$ cat src/rtl/execute_sequencer_if.sv
// Wishbone classic slave bus used by execute_sequencer. The signal names carry the
// slave's point of view (_i into the slave, _o out of it).
interface execute_sequencer_if;
  // Handshake: a request is stb & cyc, held by the master until it sees ack.
  // The slave acks exactly one cycle after a request it accepts, never on two
  // consecutive cycles, and rdata (wbs_dat_o) is valid only while ack is high.
  logic        wbs_stb_i;
  logic        wbs_cyc_i;
  logic        wbs_we_i;
  logic [3:0]  wbs_sel_i;
  logic [31:0] wbs_adr_i;
  logic [31:0] wbs_dat_i;
  logic        wbs_ack_o;
  logic [31:0] wbs_dat_o;

  modport slave (
    input  wbs_stb_i, wbs_cyc_i, wbs_we_i, wbs_sel_i, wbs_adr_i, wbs_dat_i,
    output wbs_ack_o, wbs_dat_o
  );

  modport master (
    output wbs_stb_i, wbs_cyc_i, wbs_we_i, wbs_sel_i, wbs_adr_i, wbs_dat_i,
    input  wbs_ack_o, wbs_dat_o
  );
endinterface

$ cat src/rtl/execute_sequencer.sv
// Queues {instruction, rs1, rs2} commands written over Wishbone and issues them one
// at a time to the execute unit, capturing its 33-bit result and raising an IRQ.
module execute_sequencer #(
  parameter int DEPTH    = 4,
  parameter int EXEC_LAT = 1
) (
  input  logic                 wb_clk_i,
  input  logic                 wb_rst_ni,
  execute_sequencer_if.slave   wb,
  output logic [31:0]          exe_instruction,
  output logic [31:0]          exe_rs1,
  output logic [31:0]          exe_rs2,
  input  logic [32:0]          exe_out,
  output logic                 irq,
  output logic [1:0]           dbg_state_o
);

  localparam int AW = (DEPTH > 1) ? $clog2(DEPTH) : 1;
  localparam int CW = AW + 1;
  localparam logic [AW-1:0] PTR_ONE   = 1;
  localparam logic [CW-1:0] CNT_ONE   = 1;
  localparam logic [CW-1:0] CNT_FULL  = CW'(DEPTH);
  localparam logic [3:0]    LAT_LOAD  = 4'(EXEC_LAT);

  localparam logic [2:0] REG_RS1       = 3'd0;
  localparam logic [2:0] REG_RS2       = 3'd1;
  localparam logic [2:0] REG_INSN      = 3'd2;
  localparam logic [2:0] REG_STATUS    = 3'd3;
  localparam logic [2:0] REG_RESULT_LO = 3'd4;
  localparam logic [2:0] REG_RESULT_HI = 3'd5;
  localparam logic [2:0] REG_CTRL      = 3'd6;

  typedef enum logic [1:0] {
    S_IDLE = 2'd0,
    S_EXEC = 2'd1
  } state_t;

  // Bus-side registers
  logic        ack_q;
  logic [31:0] dat_q;
  logic [31:0] rs1_q;
  logic [31:0] rs2_q;
  logic        run_q;
  logic        irq_en_q;
  logic        ovf_q;
  logic        udf_q;
  logic        irq_q;

  // Command FIFO
  logic [95:0]   mem_q [DEPTH];
  logic [AW-1:0] wr_ptr_q;
  logic [AW-1:0] rd_ptr_q;
  logic [CW-1:0] count_q;
  logic [CW-1:0] count_d;

  // Sequencer
  state_t      state_q;
  logic [3:0]  cnt_q;
  logic [32:0] result_q;
  logic        res_valid_q;
  logic [31:0] exe_insn_q;
  logic [31:0] exe_rs1_q;
  logic [31:0] exe_rs2_q;

  // Decoded strobes
  logic        wb_take;
  logic        wb_wr;
  logic        wb_rd;
  logic [2:0]  reg_sel;
  logic        fifo_full;
  logic        fifo_empty;
  logic        push;
  logic        push_drop;
  logic        pop;
  logic        capture;
  logic        hi_read;
  logic [31:0] status_w;
  logic [31:0] rd_dat_d;
  logic        unused_bits;

  assign unused_bits = ^{wb.wbs_sel_i, wb.wbs_adr_i[31:5], wb.wbs_adr_i[1:0]};

  always_comb begin
    wb_take    = wb.wbs_stb_i & wb.wbs_cyc_i & ~ack_q;
    wb_wr      = wb_take & wb.wbs_we_i;
    wb_rd      = wb_take & ~wb.wbs_we_i;
    reg_sel    = wb.wbs_adr_i[4:2];
    fifo_full  = (count_q == CNT_FULL);
    fifo_empty = (count_q == '0);
    push       = wb_wr & (reg_sel == REG_INSN) & ~fifo_full;
    push_drop  = wb_wr & (reg_sel == REG_INSN) & fifo_full;
    // A result still waiting to be read blocks the next issue.
    pop        = (state_q == S_IDLE) & run_q & ~fifo_empty & ~res_valid_q;
    capture    = (state_q == S_EXEC) & (cnt_q == 4'd0);
    hi_read    = wb_rd & (reg_sel == REG_RESULT_HI);
  end

  always_comb begin
    count_d = count_q;
    case ({push, pop})
      2'b10:   count_d = count_q + CNT_ONE;
      2'b01:   count_d = count_q - CNT_ONE;
      default: count_d = count_q;
    endcase
  end

  always_comb begin
    status_w      = 32'd0;
    status_w[0]   = fifo_full;
    status_w[1]   = fifo_empty;
    status_w[2]   = res_valid_q;
    status_w[3]   = (state_q != S_IDLE);
    status_w[8:4] = 5'(count_q);
    status_w[16]  = ovf_q;
    status_w[17]  = udf_q;
  end

  always_comb begin
    rd_dat_d = 32'd0;
    case (reg_sel)
      REG_RS1:       rd_dat_d = rs1_q;
      REG_RS2:       rd_dat_d = rs2_q;
      REG_STATUS:    rd_dat_d = status_w;
      REG_RESULT_LO: rd_dat_d = result_q[31:0];
      REG_RESULT_HI: rd_dat_d = {31'd0, result_q[32] & res_valid_q};
      REG_CTRL:      rd_dat_d = {30'd0, irq_en_q, run_q};
      default:       rd_dat_d = 32'd0;
    endcase
  end

  // Bus interface and software-visible registers
  always_ff @(posedge wb_clk_i or negedge wb_rst_ni) begin
    if (!wb_rst_ni) begin
      ack_q    <= 1'b0;
      dat_q    <= 32'd0;
      rs1_q    <= 32'd0;
      rs2_q    <= 32'd0;
      run_q    <= 1'b0;
      irq_en_q <= 1'b0;
      ovf_q    <= 1'b0;
      udf_q    <= 1'b0;
      irq_q    <= 1'b0;
    end else begin
      ack_q <= wb_take;
      dat_q <= wb_rd ? rd_dat_d : 32'd0;
      irq_q <= res_valid_q & irq_en_q;
      if (wb_wr) begin
        case (reg_sel)
          REG_RS1: rs1_q <= wb.wbs_dat_i;
          REG_RS2: rs2_q <= wb.wbs_dat_i;
          REG_STATUS: begin
            if (wb.wbs_dat_i[16]) ovf_q <= 1'b0;
            if (wb.wbs_dat_i[17]) udf_q <= 1'b0;
          end
          REG_CTRL: begin
            run_q    <= wb.wbs_dat_i[0];
            irq_en_q <= wb.wbs_dat_i[1];
          end
          default: ;
        endcase
      end
      if (push_drop) ovf_q <= 1'b1;
      if (hi_read && !res_valid_q) udf_q <= 1'b1;
    end
  end

  // Command FIFO storage and pointers
  always_ff @(posedge wb_clk_i or negedge wb_rst_ni) begin
    if (!wb_rst_ni) begin
      for (int i = 0; i < DEPTH; i++) mem_q[i] <= 96'd0;
      wr_ptr_q <= '0;
      rd_ptr_q <= '0;
      count_q  <= '0;
    end else begin
      if (push) begin
        mem_q[wr_ptr_q] <= {wb.wbs_dat_i, rs1_q, rs2_q};
        wr_ptr_q        <= wr_ptr_q + PTR_ONE;
      end
      if (pop) rd_ptr_q <= rd_ptr_q + PTR_ONE;
      count_q <= count_d;
    end
  end

  // Issue FSM; exe_* registers hold the last issued command until the next pop.
  always_ff @(posedge wb_clk_i or negedge wb_rst_ni) begin
    if (!wb_rst_ni) begin
      state_q     <= S_IDLE;
      cnt_q       <= 4'd0;
      result_q    <= 33'd0;
      res_valid_q <= 1'b0;
      exe_insn_q  <= 32'd0;
      exe_rs1_q   <= 32'd0;
      exe_rs2_q   <= 32'd0;
    end else begin
      case (state_q)
        S_IDLE: begin
          if (pop) begin
            {exe_insn_q, exe_rs1_q, exe_rs2_q} <= mem_q[rd_ptr_q];
            cnt_q   <= LAT_LOAD;
            state_q <= S_EXEC;
          end
        end
        S_EXEC: begin
          if (capture) begin
            result_q    <= exe_out;
            res_valid_q <= 1'b1;
            state_q     <= S_IDLE;
          end else begin
            cnt_q <= cnt_q - 4'd1;
          end
        end
        default: state_q <= S_IDLE;
      endcase
      if (hi_read && res_valid_q) res_valid_q <= 1'b0;
    end
  end

  assign wb.wbs_ack_o    = ack_q;
  assign wb.wbs_dat_o    = dat_q;
  assign exe_instruction = exe_insn_q;
  assign exe_rs1         = exe_rs1_q;
  assign exe_rs2         = exe_rs2_q;
  assign irq             = irq_q;
  assign dbg_state_o     = state_q;

endmodule

$ cat src/flat_wrapper.sv
// flat-port wrapper written by rule: the top's interface ports become plain ports
module execute_sequencer_flat 
#(
  parameter int DEPTH    = 4,
  parameter int EXEC_LAT = 1
)
  (wb_clk_i, wb_rst_ni, exe_instruction, exe_rs1, exe_rs2, exe_out, irq, dbg_state_o, wb_wbs_stb_i, wb_wbs_cyc_i, wb_wbs_we_i, wb_wbs_sel_i, wb_wbs_adr_i, wb_wbs_dat_i, wb_wbs_ack_o, wb_wbs_dat_o);
  execute_sequencer_if wb_i ();
  input  logic wb_clk_i;
  input  logic wb_rst_ni;
  output logic [31:0] exe_instruction;
  output logic [31:0] exe_rs1;
  output logic [31:0] exe_rs2;
  input  logic [32:0] exe_out;
  output logic irq;
  output logic [1:0] dbg_state_o;
  input wire logic [$bits(wb_i.wbs_stb_i)-1:0] wb_wbs_stb_i;
  input wire logic [$bits(wb_i.wbs_cyc_i)-1:0] wb_wbs_cyc_i;
  input wire logic [$bits(wb_i.wbs_we_i)-1:0] wb_wbs_we_i;
  input wire logic [$bits(wb_i.wbs_sel_i)-1:0] wb_wbs_sel_i;
  input wire logic [$bits(wb_i.wbs_adr_i)-1:0] wb_wbs_adr_i;
  input wire logic [$bits(wb_i.wbs_dat_i)-1:0] wb_wbs_dat_i;
  output wire logic [$bits(wb_i.wbs_ack_o)-1:0] wb_wbs_ack_o;
  output wire logic [$bits(wb_i.wbs_dat_o)-1:0] wb_wbs_dat_o;
  assign wb_i.wbs_stb_i = wb_wbs_stb_i;
  assign wb_i.wbs_cyc_i = wb_wbs_cyc_i;
  assign wb_i.wbs_we_i = wb_wbs_we_i;
  assign wb_i.wbs_sel_i = wb_wbs_sel_i;
  assign wb_i.wbs_adr_i = wb_wbs_adr_i;
  assign wb_i.wbs_dat_i = wb_wbs_dat_i;
  assign wb_wbs_ack_o = wb_i.wbs_ack_o;
  assign wb_wbs_dat_o = wb_i.wbs_dat_o;
  execute_sequencer #(.DEPTH(DEPTH), .EXEC_LAT(EXEC_LAT)) u_core (.wb_clk_i(wb_clk_i), .wb_rst_ni(wb_rst_ni), .wb(wb_i), .exe_instruction(exe_instruction), .exe_rs1(exe_rs1), .exe_rs2(exe_rs2), .exe_out(exe_out), .irq(irq), .dbg_state_o(dbg_state_o));
endmodule
$ cat config.mk
export PLATFORM = sky130hd
export DESIGN_NAME = execute_sequencer_flat
export DESIGN_NICKNAME = d
export VERILOG_FILES = /design/src/rtl/execute_sequencer_if.sv /design/src/rtl/execute_sequencer.sv /design/src/flat_wrapper.sv
export SDC_FILE = /design/constraint.sdc
export NUM_CORES = 1
export LEC_CHECK = 0
export CAP_MARGIN = 20
export CORE_MARGIN = 2
export CORE_UTILIZATION = 62
export CTS_CLUSTER_DIAMETER = 120
export DETAILED_ROUTE_END_ITERATION = 7
export PLACE_DENSITY_LB_ADDON = 0.15
export SLEW_MARGIN = 20
export SYNTH_ARGS = -nofsm -noshare
export SYNTH_HDL_FRONTEND = slang
export SYNTH_SLANG_ARGS = --single-unit
$ cat constraint.sdc
create_clock -name wb_clk_i -period 5.28 [get_ports wb_clk_i]
set_input_delay 0.792 -clock wb_clk_i [delete_from_list [all_inputs] [get_ports wb_clk_i]]
set_output_delay 0.792 -clock wb_clk_i [all_outputs]
set_load 0.02 [all_outputs]
==> results.md <==
- In the routed layout, each cell is associated on average with a via count of 5.97.
- The clock sink total is about 630.
- Once the clock tree was built, the resizer swapped 0 gates to a different size.
- The Yosys warning count is 0.
- The maximum resistive drop on vdd is roughly 0.00027 V.
- The critical path is of the flip-flop to flip-flop type.
- The number of placement rows is 77.
- Once the clock tree was built, the setup fixing pass inserted 0 buffers.
- The met2 track utilization from global routing is 0.435.
- The longest clock path from root to sink contains 3 buffers.
- For this design the ratio of total power to cell area is 399 mW/mm^2.
- The insertion delay of the later-clocked pin in the worst-skew pair is 0.58 ns.
- At the worst endpoint, the required time is 5.73 ns.
- After layout, the minimum clock period comes to roughly 2.9 ns.
- The first detailed-routing pass ran for 5 iterations.
- The peak clock frequency supported by timing is 0.340 GHz.
- The remaining design rule violation count is 0.
- The average wire per standard cell is approximately 24 um.
- Leaving out fill and tap cells, the most frequent cell in the layout is dfrtp_1.
- Relative to the synthesized area, the layout overhead comes to 15.7%.
- In this run the horizontal extent of the chip is between 200 and 250 um.
- Across all layers, the routed design uses about 15000 vias.
- The detail route stage leaves a number of antenna-violating nets equal to 0.
- The most utilized layer in the global route result is met2.
- The portion of synthesized cell area occupied by the leading cell type is 0.572.
- For met1 alone, demand over resource in global routing was 0.365.
- Yosys mapped the design onto 58 distinct sky130hd cell types.
- Data on the critical path arrives at its endpoint at 3.40 ns.
- The detailed router finished its first iteration with 1021 violations.
- The final-report setup violation count is 0.
- In this run the clock root is driven by a clkbuf_16.
- The minimum setup slack in the final design is approximately 2.3 ns.
- The die span in y is between 200 and 250 um.
- The dominant register cell in the synthesized netlist is dfrtp_1.
- The synthesized area per cell is 16.9 sq um.
- The TritonCTS clock tree is yes.
- In this run, post-CTS hold repair placed 0 buffers.
- The library cells used most frequently in the layout, excluding fill and tap cells, are dfrtp_1, mux2_2, clkdlybuf4s50_1.
- Synthesis produced approximately 1600 cells.
- The worst setup path is captured at a flip-flop.
- The max-cap check violation count is 0.
- In this run the worst path has a maximum fanout of 55.
- Clock tree synthesis inserted a total of 66 buffers.
- The number of register bits inferred by synthesis is 628.
- The type of the worst min-delay path is primary input to asynchronous set/reset pin.
- For this design the top-level I/O count stands at 238.
- The share of flip-flops with an asynchronous set or reset is 1.00.
- The total core area is around 0.044 sq mm.
- Walking the worst path, the cells encountered are nor3b_2 -> nand2_2 -> inv_4 -> buf_4 -> mux2_2.
- The flow ran to the end, and the final reports show no timing, DRC or antenna violations.
- The number of antenna violations at the first check in global routing is 9.
- The detailed-placement wirelength estimate is 35200 um.
- Across every metal layer, demand over resource in global routing totals 0.270.
- The final layout contains 1939 nets.
- Of the synthesized area, sequential elements account for 0.572.
- The count of buffering cells on the critical path with inverters included is 2.
- The setup total negative slack is 0 ns.
- The proportion of layout cells with a drive suffix above 1 is 0.449.
- Setup repair after global routing left no endpoint under its margin.
- The congestion estimate from routability-driven global placement came to 0.754.
- The starting density of the core is 0.625.
- The largest single stage delay on the critical path is between 0.8 and 0.9 ns.
- Ranked by total cell area, the synthesized netlist is headed by dfrtp_1, mux2_2, mux2_4.
- At the pin with the least slew margin, the transition time is about 1.1 ns.
- The number of flops mapped to enable cells by yosys is 0.
- In this run the tightest slew margin relative to its limit is 0.285.
- The level count of the clock H-tree is 3.
- The static power due to leakage is 15.6 nW.
- The critical path launch point type is a flip-flop.
- The count of final max-slew check failures is 0.
- Of the available clock period, the critical path in the final layout requires 0.558.
- The clock transition at the registers of the reported paths is 0.06 ns.
- OpenSTA, run right after detailed placement, puts the worst setup slack at 1.79 ns.
- The final hold violation count is 0.
- The cell taking the most area after synthesis is dfrtp_1.
- The net count of the mapped netlist is 1742.
- On the critical path the largest part of the delay comes from buffers and inverters.
- The first global-routing pass estimated 95800 um of wire.
- The number of port buffers is slightly above 200.
- For met3 alone, demand over resource in global routing was 0.0729.
- The via count of the first global-routing pass is 16300.
- The routed design has 59700 um of wire.
- The largest individual stage delay along the critical path comes from the cell buf_4.
- The die covers 0.0460 sq mm.
- After filler insertion, the fill cell instance count of the layout stands at 2857.
- In this run the cell area of the synthesized design comes to 0.0275 sq mm.
- The maximum number of pins on one net before global-route repair is 158.
- The total overflow left after global routing is 0.
- For the final database, setup skew stands at roughly 0.019 ns.
metal layers:
layer  up-vias  routed length, um
li1       6347                  -
met1      7907              25900
met2       328              28900
met3       108               3410
met4        16               1400
met5         -                 92
Yosys cell counts (3+ instances only):
master    instances
a21oi_1          28
or2_2            23
buf_12           20
mux2i_1          33
nor2b_1           6
buf_4            26
ha_1              6
inv_1            12
buf_2            30
nand2b_1          3
o22ai_1           5
nand3_1           6
mux2_2          410
nor3_1            3
nor2_1            5
dfrtp_1         628
mux2_1           16
nand4_4           4
mux2_4          160
clkbuf_1         18
xnor2_1           4
nand2_1          30
o31ai_1           3
buf_6             8
mux4_2           96
xor2_1            3
and2_1            6
flip-flops by register name, indices dropped and copies added (netlist names):
register / flops
u_core.exe_rs1: 32
u_core.cnt_q: 4
u_core.result_q: 33
u_core.wb.wbs_dat_o: 32
u_core.res_valid_q: 1
u_core.rd_ptr_q: 2
u_core.wr_ptr_q: 2
u_core.mem_q: 384
u_core.rs2_q: 32
u_core.exe_instruction: 32
u_core.irq: 1
u_core.run_q: 1
u_core.rs1_q: 32
u_core.wb.wbs_ack_o: 1
u_core.udf_q: 1
u_core.exe_rs2: 32
u_core.irq_en_q: 1
u_core.ovf_q: 1
u_core.dbg_state_o: 1
u_core.count_q: 3
cell families (layout without fill, tap and decap cells):
group,count (synthesis),count (layout),share of synthesized area
other,1,2,0.000136
AOI/OAI and AO/OA,50,50,0.0110
buffers and inverters,117,359,0.0349
and+or+nand+nor,104,104,0.0235
adders and majority gates,7,7,0.00346
muxes,715,715,0.353
DFF,628,628,0.572
xor gates and xnor gates,7,7,0.00223
cell type report:
type                    instances  area (sq um)  share of cell area
inverters                      13          51.3             0.00161
clock buffers                  97          2040              0.0643
repair buffers                233          2300              0.0724
flip-flops and latches        628         15700               0.494
clock inverters                16           113             0.00354
diodes                          1          2.50           0.0000787
well taps                     592           741              0.0233
multi-input cells             884         10800               0.340
report_power, final:
group | internal, mW | switching (mW) | total, mW | leakage [nW]
Clock | 2.72 | 1.84 | 4.57 | 1.08
Combinational | 1.24 | 0.937 | 2.17 | 5.90
Sequential | 5.34 | 0.591 | 5.93 | 8.59
Total | 9.30 | 3.37 | 12.7 | 15.6
per-stage QoR:
stage	hold slack (ns)	cell area (sq um)	std cells	util	power [mW]
after floorplan	0.464	27500	1629	-	7.36
after global placement	0.467	29600	2350	0.675	8.12
after global routing	0.277	31800	2463	0.724	13.2
final	0.236	31800	2464	0.724	12.7
after CTS	0.253	31800	2463	0.724	12.8
after detailed placement	0.477	29600	2350	0.675	8.21
final timing paths:
kind                                                          endpoint                         startpoint  slack [ns]  depth (start not counted)
worst max register to register           u_core.exe_rs1[7]$_DFFE_PN0P_  u_core.dbg_state_o[0]$_DFFE_PN0P_        2.33                          5
worst min-delay path            u_core.exe_instruction[21]$_DFFE_PN0P_                          wb_rst_ni        0.24                          1
max in group asynchronous              u_core.result_q[16]$_DFFE_PN0P_                          wb_rst_ni        3.71                          2
min in group wb_clk_i                   u_core.exe_rs1[24]$_DFFE_PN0P_     u_core.exe_rs1[24]$_DFFE_PN0P_        0.49                          1
worst max-delay path                     u_core.exe_rs1[7]$_DFFE_PN0P_  u_core.dbg_state_o[0]$_DFFE_PN0P_        2.33                          5
worst min register to register          u_core.exe_rs1[24]$_DFFE_PN0P_     u_core.exe_rs1[24]$_DFFE_PN0P_        0.49                          1
Note: power is estimated with default switching activity, not from simulation.
